File: config.mk
export PLATFORM = sky130hd
export DESIGN_NAME = kp_scan_ctrl
export DESIGN_NICKNAME = d
export VERILOG_FILES = /design/src/rtl/kp_defs.sv /design/src/rtl/kp_debounce.sv /design/src/rtl/kp_scan_ctrl.sv
export SDC_FILE = /design/constraint.sdc
export NUM_CORES = 1
export LEC_CHECK = 0
export BUFFER_PORTS_ARGS = -buffer_cell sky130_fd_sc_hd__buf_2
export CAP_MARGIN = 5
export CORE_UTILIZATION = 45
export CTS_CLUSTER_SIZE = 28
export DETAILED_ROUTE_END_ITERATION = 6
export PLACE_DENSITY_LB_ADDON = 0.1
export SLEW_MARGIN = 5
export SYNTH_ARGS = -nofsm -noshare
export SYNTH_HDL_FRONTEND = slang
export SYNTH_SLANG_ARGS = --single-unit
File: constraint.sdc
create_clock -name CLK -period 2.15 [get_ports CLK]
set_input_delay 0.43 -clock CLK [delete_from_list [all_inputs] [get_ports CLK]]
set_output_delay 0.43 -clock CLK [all_outputs]
set_load 0.05 [all_outputs]
File: src/rtl/kp_defs.sv
// kp_defs: shared state encoding, widths and helpers for the keypad scan controller.
package kp_defs;

   localparam int KEY_W = 4;
   localparam int ROW_W = 4;
   localparam int COL_W = 2;

   // All rows released (row lines are active low)
   localparam logic [ROW_W-1:0] ROWS_IDLE = 4'hF;

   typedef enum logic [1:0] {
      S_SCAN = 2'd0,
      S_DEB  = 2'd1,
      S_REL  = 2'd2
   } state_t;

   // Index of the lowest-numbered pressed (0) row; lowest index wins on multi-row presses
   function automatic logic [1:0] row_index(input logic [ROW_W-1:0] rows);
      logic [1:0] idx;
      idx = 2'd0;
      for (int i = ROW_W - 1; i >= 0; i--) begin
         if (!rows[i]) begin
            idx = 2'(i);
         end
      end
      return idx;
   endfunction

endpackage

File: src/rtl/kp_debounce.sv
// kp_debounce: two-flop row synchronizer plus a stability counter compared against a reference pattern.
module kp_debounce
   import kp_defs::*;
#(
   parameter int DEB_CNT = 8
) (
   input  logic             clk,
   input  logic             srst,
   input  logic [ROW_W-1:0] rows,
   input  logic [ROW_W-1:0] ref_rows,
   input  logic             run,
   input  logic             clr,
   output logic [ROW_W-1:0] rs,
   output logic             stable
);

   localparam int DEB_W = (DEB_CNT > 1) ? $clog2(DEB_CNT) : 1;
   localparam logic [DEB_W-1:0] DEB_LAST = DEB_W'(DEB_CNT - 1);

   logic [ROW_W-1:0] meta_reg;
   logic [ROW_W-1:0] rs_reg;
   logic [DEB_W-1:0] deb_reg;
   logic             match;

   assign rs     = rs_reg;
   assign match  = (rs_reg == ref_rows);
   // Stable once the pattern has matched for DEB_CNT consecutive cycles (counter reads DEB_CNT-1 on the last one)
   assign stable = run && match && (deb_reg == DEB_LAST);

   // Bring the asynchronous row lines into the clock domain; idle value is all released
   always_ff @(posedge clk) begin
      if (srst) begin
         meta_reg <= ROWS_IDLE;
         rs_reg   <= ROWS_IDLE;
      end else begin
         meta_reg <= rows;
         rs_reg   <= meta_reg;
      end
   end

   // Count consecutive matching cycles; a mismatch or a completed run restarts the count
   always_ff @(posedge clk) begin
      if (srst || clr) begin
         deb_reg <= '0;
      end else if (run) begin
         if (!match || stable) begin
            deb_reg <= '0;
         end else begin
            deb_reg <= deb_reg + 1'b1;
         end
      end
   end

endmodule

File: src/rtl/kp_scan_ctrl.sv
// kp_scan_ctrl: paces the column scanner, freezes it on a key press, debounces, encodes
// the key and hands it out over VALID/ACK, then waits for release before scanning on.
module kp_scan_ctrl
   import kp_defs::*;
#(
   parameter int SCAN_DIV = 16,
   parameter int DEB_CNT  = 8
) (
   input  logic             CLK,
   input  logic             RST,
   input  logic [ROW_W-1:0] ROWS,
   input  logic [COL_W-1:0] COL,
   output logic             SCAN_EN,
   output logic [KEY_W-1:0] KEY,
   output logic             VALID,
   input  logic             ACK,
   output logic             OVR
);

   localparam int DIV_W = $clog2(SCAN_DIV);
   localparam logic [DIV_W-1:0] DIV_LAST = DIV_W'(SCAN_DIV - 1);

   state_t           state_reg;
   logic [DIV_W-1:0] div_reg;
   logic [ROW_W-1:0] cap_rows_reg;
   logic [COL_W-1:0] cap_col_reg;
   logic [KEY_W-1:0] key_reg;
   logic             valid_reg;
   logic             ovr_reg;

   logic [ROW_W-1:0] rs;
   logic [ROW_W-1:0] deb_ref;
   logic             deb_run;
   logic             stable;
   logic             div_end;
   logic             load;

   assign div_end = (div_reg == DIV_LAST);

   // Press debounce compares against the captured pattern, release debounce against all-idle
   assign deb_ref = (state_reg == S_DEB) ? cap_rows_reg : ROWS_IDLE;
   assign deb_run = (state_reg == S_DEB) || (state_reg == S_REL);
   assign load    = (state_reg == S_DEB) && stable;

   kp_debounce #(
      .DEB_CNT (DEB_CNT)
   ) u_debounce (
      .clk      (CLK),
      .srst     (RST),
      .rows     (ROWS),
      .ref_rows (deb_ref),
      .run      (deb_run),
      .clr      (!deb_run),
      .rs       (rs),
      .stable   (stable)
   );

   // Advance only at the end of a column dwell with no key seen; decoded purely from flops
   assign SCAN_EN = (state_reg == S_SCAN) && div_end && (rs == ROWS_IDLE);

   assign KEY   = key_reg;
   assign VALID = valid_reg;
   assign OVR   = ovr_reg;

   // Scan/debounce/release sequencing plus the key-code handshake
   always_ff @(posedge CLK) begin
      if (RST) begin
         state_reg    <= S_SCAN;
         div_reg      <= '0;
         cap_rows_reg <= ROWS_IDLE;
         cap_col_reg  <= '0;
         key_reg      <= '0;
         valid_reg    <= 1'b0;
         ovr_reg      <= 1'b0;
      end else begin
         case (state_reg)
            S_SCAN: begin
               if (div_end) begin
                  div_reg <= '0;
                  if (rs != ROWS_IDLE) begin
                     cap_rows_reg <= rs;
                     cap_col_reg  <= COL;
                     state_reg    <= S_DEB;
                  end
               end else begin
                  div_reg <= div_reg + 1'b1;
               end
            end
            S_DEB: begin
               if (rs != cap_rows_reg) begin
                  // Bounce: rescan the same column from a fresh dwell
                  state_reg <= S_SCAN;
                  div_reg   <= '0;
               end else if (stable) begin
                  state_reg <= S_REL;
               end
            end
            S_REL: begin
               if (stable) begin
                  state_reg <= S_SCAN;
                  div_reg   <= '0;
               end
            end
            default: begin
               state_reg <= S_SCAN;
               div_reg   <= '0;
            end
         endcase

         // A load always wins over an acknowledge in the same cycle
         if (load) begin
            key_reg   <= {row_index(cap_rows_reg), cap_col_reg};
            valid_reg <= 1'b1;
            if (valid_reg && !ACK) begin
               ovr_reg <= 1'b1;
            end else if (valid_reg && ACK) begin
               ovr_reg <= 1'b0;
            end
         end else if (valid_reg && ACK) begin
            valid_reg <= 1'b0;
            ovr_reg   <= 1'b0;
         end
      end
   end

endmodule

After elaboration in Yosys (flattened, before gate mapping). Cells that the tools add are included.

Bits in registers: 29. Output and inout port bits: 7. Logic and storage cells: 64. Bits of input ports: 9.

Multiplexer cells: 21. Equal/unequal tests: 13. Reductions and logical operators: 18. $add $sub $neg: 2.

Operators by type and width (number): 2-to-1 mux 2 bit (9); 2-to-1 mux 4 bit (4); one-hot mux 4 bit (3 select lines) (1); equality test 4 bit, second input constant (2); logical AND 1 bit (7); one-hot mux 2 bit (3 select lines) (1); 2-to-1 mux 1 bit (5); adder 4 x 1 -> 4 bit, second input constant (1); equality test 4 bit (1); != test 2 x 1 -> 1 bit, second input constant (2); != test 2 bit, second input constant (2); != test 4 bit (1); != test 4 bit, second input constant (1); AND reduction 4 bit (1); adder 3 x 1 -> 3 bit, second input constant (1); equality test 3 bit, second input constant (1); zero test 1 bit (3); logical OR 1 bit (3); 2-to-1 mux 3 bit (1); != test 3 x 2 -> 1 bit, second input constant (1); AND reduction 3 bit (1); equality test 2 x 1 -> 1 bit, second input constant (1); equality test 2 bit, second input constant (1); zero test 2 bit (1); 2 further kinds (2).

Longest topological paths before layout. Gate-level depths: netlist of run 1.

Word-level depth: 8. Mapped depth: 8. Depth with buffers taken out: 8.

By module. Synthesis of run 1 repeated with hierarchy kept, for this count alone.

Cell total of the unflattened synthesis: 147. Area, all modules: 1321.3 µm².

Modules (own cells, without submodules): kp_scan_ctrl (cells each 106, area each 893.4 µm², instances 1, sequential area each 360.3 µm²); kp_debounce (cells each 41, area each 427.9 µm², instances 1, sequential area each 220.2 µm²).

Least setup slack after synthesis of run 1. Ideal clock, no wire load.

Path kind: reg-to-reg. Start point: reg state_reg[1]. End point: reg div_reg[2]. Arrival time: 1.924 ns. Data required time: 2.076 ns. Path buffers: 1. Stages on the path, launching flop included: 9. Period minus slack after synthesis: 1.998 ns. Setup time: 0.074 ns. Slack: 0.152 ns. Cells stage by stage: dfxtp_1 -> inv_1 -> ha_1 -> buf_6 -> nand3b_1 -> a32oi_2 -> a31oi_2 -> or4_1 -> a31oi_1.

Word-level cells in the longest chain between the ends: 7. Elaborated cells on any way between the ends: 12. Classes of those cells: eq/ne (5); mux (2); reduce/logical (5).

Ends and longest elaborated chain: from (decl) (line kp_scan_ctrl.sv:23) `state_t state_reg;`; from (signal assigned) (line kp_scan_ctrl.sv:68) `state_reg <= S_SCAN;`; from (signal assigned) (line kp_scan_ctrl.sv:83) `state_reg <= S_DEB;`; from (signal assigned) (line kp_scan_ctrl.sv:92) `state_reg <= S_SCAN;`; equality test 2 x 1 -> 1 bit (line kp_scan_ctrl.sv:41, kp_scan_ctrl.sv:42, kp_scan_ctrl.sv:76); 2-to-1 mux 4 bit (line kp_scan_ctrl.sv:41) `assign deb_ref = (state_reg == S_DEB) ? cap_rows_reg : ROWS_IDLE;`; equality test 4 bit (line kp_debounce.sv:26) `assign match = (rs_reg == ref_rows);`; logical AND 1 bit (2 in series) (line kp_debounce.sv:28) `assign stable = run && match && (deb_reg == DEB_LAST);`; != test 2 bit (no source line); AND reduction 2 bit (no source line); to (signal assigned) (line kp_scan_ctrl.sv:86) `div_reg <= div_reg + 1'b1;`; to (decl) (line kp_scan_ctrl.sv:24) `logic [DIV_W-1:0] div_reg;`.

Parallel ways exist; a longest one is shown, timed or not. A chain may end at the register's enable or synchronous reset.

Final worst setup path of run 1. Same ends and word-level chain as after synthesis.

==> results of run 1 <==
[critical path, stage by stage (launching register included)]
cell and delay (ns):
dfxtp_1 0.33, inv_2 0.09, ha_4 0.16, nor3b_1 0.24, o211ai_1 0.18, a32oi_2 0.23
a31oi_2 0.13, or4_1 0.50, a31oi_1 0.17
[power groups by stage]
stage	Sequential, mW	Combinational, mW	Clock (mW)
after CTS	0.559	0.0517	0.318
after floorplan	0.568	0.0372	0
final	0.560	0.0519	0.306
after detailed placement	0.571	0.0512	0
after global placement	0.571	0.0490	0
after global routing	0.561	0.0577	0.344
[cells by family (layout without fill, tap and decap cells)]
| group | Yosys count | in the layout |
|---|---|---|
| simple gates | 62 | 62 |
| compound gates | 36 | 36 |
| flops | 29 | 29 |
| buf+inv | 12 | 37 |
| fa+ha+maj | 6 | 6 |
| xor+xnor | 3 | 3 |
| mux | 2 | 2 |
[routing by layer]
layer	routed length, um	track usage [%]
met2	1430	33.2
met4	60	9.06
met3	116	7.37
met5	0	0
met1	1340	22.0
[what timing repair did]
item / 4_1_cts / 5_1_grt
hold endpoints to repair: 0 / 0
buffers inserted: 0 / 2
hold buffers: 0 / 0
pin swaps: 0 / 1
gates resized for setup: 2 / 7
cloned: 0 / 0
endpoints found under the setup margin: 5 / 7
[through the flow]
stage	instance area (um2)	hold slack (ns)	setup TNS [ns]	power [mW]
2_1_floorplan	1330	0.389	0	0.605
3_3_place_gp	1460	0.393	0	0.620
3_5_place_dp	1460	0.398	-0.0749	0.623
4_1_cts	1520	0.273	0	0.929
5_1_grt	1540	0.266	-0.0205	0.962
6_report	1540	0.282	0	0.918
[worst min-delay path by stage]
stage / endpoint / slack (ns)
after floorplan: u_debounce.rs[0] / 0.39
after global placement: u_debounce.rs[3] / 0.39
after detailed placement: u_debounce.rs[0] / 0.40
after CTS: u_debounce.meta_reg[3] / 0.27
after global routing: u_debounce.meta_reg[3] / 0.27
final: u_debounce.meta_reg[3] / 0.28
[synth_stat cells, drive strengths merged (2+ instances only)]
cell / count / area (um2)
and2: 5 / 33.8
clkbuf: 4 / 15.0
o21ai: 10 / 50.1
inv: 7 / 26.3
mux2i: 2 / 20.0
nand3b: 2 / 15.0
a31oi: 4 / 31.3
nand3: 4 / 20.0
nand2b: 2 / 12.5
a211oi: 2 / 15.0
or2: 8 / 50.1
nand2: 11 / 41.3
ha: 6 / 75.1
and3: 2 / 12.5
a21oi: 8 / 40.0
xor2: 2 / 17.5
nand4: 6 / 37.5
nor2: 16 / 60.1
dfxtp: 29 / 581
o211ai: 4 / 30.0
nor3b: 2 / 15.0
[area by class of cell]
cell class / count / area [um2]
clock buffers: 6 / 41.3
clock inverters: 2 / 10.0
fillers: 267 / 1240
inverters: 7 / 26.3
multi-input cells: 109 / 718
flip-flops and latches: 29 / 582
well taps: 31 / 38.8
repair buffers: 22 / 128
==> results by group, run 1 <==
Finish
  • Fraction of final layout cells sized beyond drive strength 1: 25.7%
  • Count of antenna diodes in the layout: 0
  • Final core occ: 55.5%
  • Most frequent cells in the layout: 28 x dfxtp_1, 16 x nor2_1, 14 x buf_2
  • Final-stage net count: ~190
  • Area Overhead vs Synth: 16.0%
  • Commonest non-fill, non-tap cell in the layout: dfxtp_1
  • Final standard cell count with taps included and fillers excluded: 206

Timing
  • Highest achievable clock rate: 0.480 GHz
  • Worst clock skew: 0.00538 ns
  • Unrepaired setup endpoints after global routing: yes
  • Final cycle utilization of the critical path: 96.9%
  • Worst-margin pin slew: between 0.4 and 0.5 ns
  • Count of pins over their slew limit: 0
  • Post-route minimum period: 2.08 ns
  • Number of hold-slack violations in the final timing report: 0
  • Worst Slack Setup Final: 0.0670 ns
  • Worst-case headroom to the max-slew limit: 69.4%
  • Setup violation total in the final timing report: 0

Synth
  • Simple-gate share of the synthesized area: ~25%
  • Synth warn: 0
  • Number of cells produced by synthesis: 150
  • Synthesized net count: 165
  • Most frequently used flop master after synthesis: dfxtp_1
  • Fraction of the yosys area taken by sequential cells: a little over two fifths
  • Parity-gate share of the synthesized area counting xor and xnor cells: about 2.0%
  • Average cell area after synthesis: 8.88 um2
  • Netlist area before placement: approximately 1300 um2
  • Number of synthesized register bits: 29
  • Synthesized-area fraction occupied by adder cells: 5.64%
  • Distinct cell type count of the synthesized netlist: 37
  • Async set-reset flop share out of synthesis: 0%
  • Number of enable-type register cells in the synthesized netlist: 0
  • Compound-Gate Fraction of Synth Area: 18.6%
  • Largest family of logic cells by synthesized area: simple AND/OR/NAND/NOR gates
  • Multiplexer fraction of the synthesized cell area: 1.50%

Clock tree
  • Clock latency on the worst-skew pair: 0.32 ns
  • Maximum clock insertion buffer count: 2
  • Number of sinks driven by the clock tree: 29
  • H-tree Lvls: 2
  • Root buffer cell: clkbuf_4
  • Clock tree from TritonCTS: built
  • Reg clk slew, reported paths: 0.09 ns
  • CTS buffer count: 5

Routing
  • Detail Route Antenna Nets: 0
  • 1st-iter DRT viols: 75
  • Number of vias in the routed layout: 1177
  • Routed wire length: 2.95 mm
  • Number of iterations in the first detailed-routing pass: 4
  • DRC errors left: 0
  • Final routed wire length divided by cell count: 14.3 um
  • Via-per-instance ratio: 5.71

Placed design
  • IO Port Bufs: 15
  • Dpl ws: -0.0677 ns
  • DP HPWL: a little over 2 mm
  • Count of placed standard cells including taps: 196
  • Placer congestion estimate: 0.936

Status
  • Result of the run: finished clean

Power
  • Power per unit of standard cell area: 594 nW/um2
  • Total internal power: 0.698 mW
  • Reported leakage power: approximately 0.63 nW
  • Sequential fraction of design power: between 60% and 70%
  • Part of the total power dissipated in combinational logic: 5.7%
  • Clock share of power: 33.4%
  • Net Sw Frac: a little under a quarter
  • Switching component of the power: 0.220 mW
  • Worst vdd ir: 0.492 mV

Floorplanning
  • Count of boundary I/O pins: 16
  • Die width: 56.4 um
  • Chip height: 56.4 um
  • Area of the core region: about 2800 um2
  • Total Die Area: about 3200 um2
  • Row cnt: 19
  • Initial core utilization: between 40% and 50%

GRT
  • Overflow after GRT: 0
  • Number of global-route vias before repair: 1145
  • Number of antenna violations at the first check in global routing: 0
  • Largest net degree at the start of global routing: 25
  • Overall global routing resource usage: 19.7%
  • Wire length of the first global-routing pass: approximately 4.8 mm

Setup path
  • Capturing point of the worst reg2reg path: div_reg[2]
  • Register-to-register setup slack: around 0.067 ns
  • Largest fanout of any net on the critical path: 6
  • Worst reg2reg startpoint: state_reg[1]
  • Launching element of the worst setup path: state_reg[1]
  • R2r worst-path depth: 8
  • Endpoint class of the critical path: flop
  • Startpoint kind of the worst setup timing path: flop
  • Endpoint of the most critical setup path: div_reg[2]
  • Required time at the worst-slack endpoint: 2.40 ns
  • Path type of the worst setup path: reg2reg
  • Critical path arrival: 2.33 ns

Worst hold path
  • Launch instance of the worst min-delay path: ROWS[3]
  • Depth of the worst hold-timing path: 2
  • Worst hold path type: in2reg

Job
  • Maxcap violations: 0
No activity file was read; power rests on OpenSTA's default activity.
==> run 2, diff against run 1 <==
--- a/config.mk
+++ b/config.mk
@@ -10,7 +10,7 @@
 export CORE_UTILIZATION = 45
 export CTS_CLUSTER_SIZE = 28
 export DETAILED_ROUTE_END_ITERATION = 6
-export PLACE_DENSITY_LB_ADDON = 0.1
+export PLACE_DENSITY = 0.63
 export SLEW_MARGIN = 5
 export SYNTH_ARGS = -nofsm -noshare
 export SYNTH_HDL_FRONTEND = slang
==> run 2 against run 1 <==
Design area rose by 3.2%. Non-clock buffer count fell by 2. Clock skew rose by 0.0021 ns. Die area did not move. Count of clock-buffer cells in the layout fell by 1. Total power rose by 26%. Register-to-register slack improved by 0.06 ns. Wire length fell by 1.2%. Sequential power barely moved. Maximum frequency rose by 2.8%.
==> results by group, run 2 (synthesis results as in run 1) <==
Status
  • Result of the run: finished clean

Clock tree
  • Clock tree from TritonCTS: built
  • Number of sinks driven by the clock tree: 29 (unchanged)
  • Maximum clock insertion buffer count: 2 (unchanged)
  • Reg clk slew, reported paths: 0.09 ns (about the same)
  • H-tree Lvls: 2 (unchanged)
  • CTS buffer count: 5 (unchanged)
  • Root buffer cell: clkbuf_4
  • Hold buffer count at CTS: 0 (unchanged)
  • Clock latency on the worst-skew pair: 0.33 ns (about the same)

Timing
  • Unrepaired setup endpoints after global routing: no
  • Worst clock skew: 0.00749 ns (+0.00211 ns)
  • Setup violation total in the final timing report: 0 (unchanged)
  • Number of hold-slack violations in the final timing report: 0 (unchanged)
  • Count of pins over their slew limit: 0 (unchanged)
  • Final cycle utilization of the critical path: 94.2% (-2.6 points)
  • Worst-case headroom to the max-slew limit: 68.6% (-0.80 points)
  • Worst-margin pin slew: 0.464 ns (+0.00587 ns)
  • Highest achievable clock rate: 0.494 GHz (+2.8%)
  • Post-route minimum period: 2.03 ns (-0.0569 ns)

GRT
  • Number of global-route vias before repair: 1121 (-2.1%)
  • Wire length of the first global-routing pass: 4.82 mm (unchanged)
  • Largest net degree at the start of global routing: 25 (unchanged)
  • Overall global routing resource usage: 19.8% (+0.15 points)
  • Overflow after GRT: 0 (unchanged)
  • Number of antenna violations at the first check in global routing: 0 (unchanged)

Placed design
  • Placer congestion estimate: 0.962 (+2.8%)
  • IO Port Bufs: 15 (unchanged)
  • Count of placed standard cells including taps: 195 (-0.51%)
  • DP HPWL: 2.04 mm (-0.78%)

Finish
  • Area Overhead vs Synth: 19.7%
  • Commonest non-fill, non-tap cell in the layout: dfxtp_1
  • Count of antenna diodes in the layout: 0 (unchanged)
  • Fraction of final layout cells sized beyond drive strength 1: 26.6% (+0.88 points)
  • Final-stage net count: 187 (-1.1%)
  • Most frequent cells in the layout: 28 x dfxtp_1, 15 x nor2_1, 14 x buf_2
  • Final standard cell count with taps included and fillers excluded: 204 (-0.97%)

Power
  • Power per unit of standard cell area: 728 nW/um2 (+22%)
  • Reported leakage power: 0.640 nW (+1.8%)
  • Total power: 1.16 mW (+26%)
  • Worst vdd ir: 1.04 mV (+110%)

Routing
  • 1st-iter DRT viols: 52 (-31%)
  • Routed wire length: 2.92 mm (-1.2%)
  • Detail Route Antenna Nets: 0 (unchanged)
  • Via-per-instance ratio: 5.61 (-1.8%)
  • Final routed wire length divided by cell count: 14.3 um (-0.18%)
  • Number of iterations in the first detailed-routing pass: 4 (unchanged)
  • DRC errors left: 0 (unchanged)
  • Number of vias in the routed layout: 1145 (-2.7%)

Floorplanning
  • Chip height: 56.4 um (unchanged)
  • Initial core utilization: 47.9% (unchanged)
  • Total Die Area: 3180 um2 (unchanged)
  • Area of the core region: 2780 um2 (unchanged)
  • Count of boundary I/O pins: 16 (unchanged)
  • Die width: 56.4 um (unchanged)
  • Row cnt: 19 (unchanged)

Setup path
  • Required time at the worst-slack endpoint: 2.41 ns (about the same)
  • Endpoint class of the critical path: flop
  • Startpoint kind of the worst setup timing path: flop
  • Path type of the worst setup path: reg2reg
  • Critical path arrival: 2.28 ns (-0.05 ns)
  • Largest fanout of any net on the critical path: 6 (unchanged)

Worst hold path
  • Worst hold path type: in2reg

Job
  • Maxcap violations: 0 (unchanged)
## run 2: changes by cell type in the layout (fill, tap and decap cells not counted)
cell,before,now
clkinv_2,2,1
clkbuf_1,1,0
and3_1,2,1
nor2_2,0,1
buf_4,7,5
and3_4,0,1
o21ai_1,1,0
nor2_1,16,15
bufinv_16,0,2
buf_6,0,1
o21ai_0,9,10
clkbuf_2,1,0
## run 2: path summary, 6_finish.rpt
kind	slack [ns]	startpoint	cells past startpoint	to
max	0.12	state_reg[1]	8	div_reg[2]
min	0.27	ROWS[2]	2	u_debounce.meta_reg[2]
max reg2reg	0.12	state_reg[1]	8	div_reg[2]
min reg2reg	0.41	u_debounce.meta_reg[0]	1	u_debounce.rs[0]
## run 2: where the power goes
part	total, mW	internal (mW)	switching, mW
clock network	0.550	0.360	0.190
registers	0.559	0.549	0.0104
logic	0.0515	0.0253	0.0262
total	1.16	0.934	0.227
## run 2: area by class of cell
cell class / count / area [um2]
tap: 31 / 38.8
clock inverter: 3 / 65.1
inverter: 7 / 26.3
timing repair buffer: 20 / 119
multi-input combinational: 109 / 726
clock buffer: 5 / 37.5
sequential: 29 / 582
fill: 276 / 1190
## run 2: layer usage
metal  routed length [um]  GRT usage (%)
met1                 1360           23.3
met2                 1390           31.6
met3                   96           5.53
met4                   76           12.9
met5                    0              0
## run 2: timing repair
item / in CTS / in global routing
gates resized for setup: 2 / 9
setup buffers: 0 / 1
endpoints found under the setup margin: 1 / 5
pin swaps: 0 / 1
## run 2: critical path: stages, from the launching register on
cell and delay (ns):
dfxtp_1 0.34, inv_2 0.09, ha_4 0.15, nor3b_1 0.18, o211ai_1 0.16, a32oi_2 0.25
a31oi_2 0.13, or4_1 0.50, a31oi_1 0.16
## run 2: metrics by stage
step	cell area, um2	utilization, %	setup TNS, ns	worst slack [ns]	hold WS [ns]
floorplan	1330	-	0	0.152	0.389
global placement	1450	52.1	0	0.0570	0.393
detailed placement	1450	52.1	-0.0510	-0.0510	0.395
CTS	1560	56.2	0	0.0167	0.256
global route	1590	57.3	0	0.0225	0.259
finish	1590	57.3	0	0.124	0.274
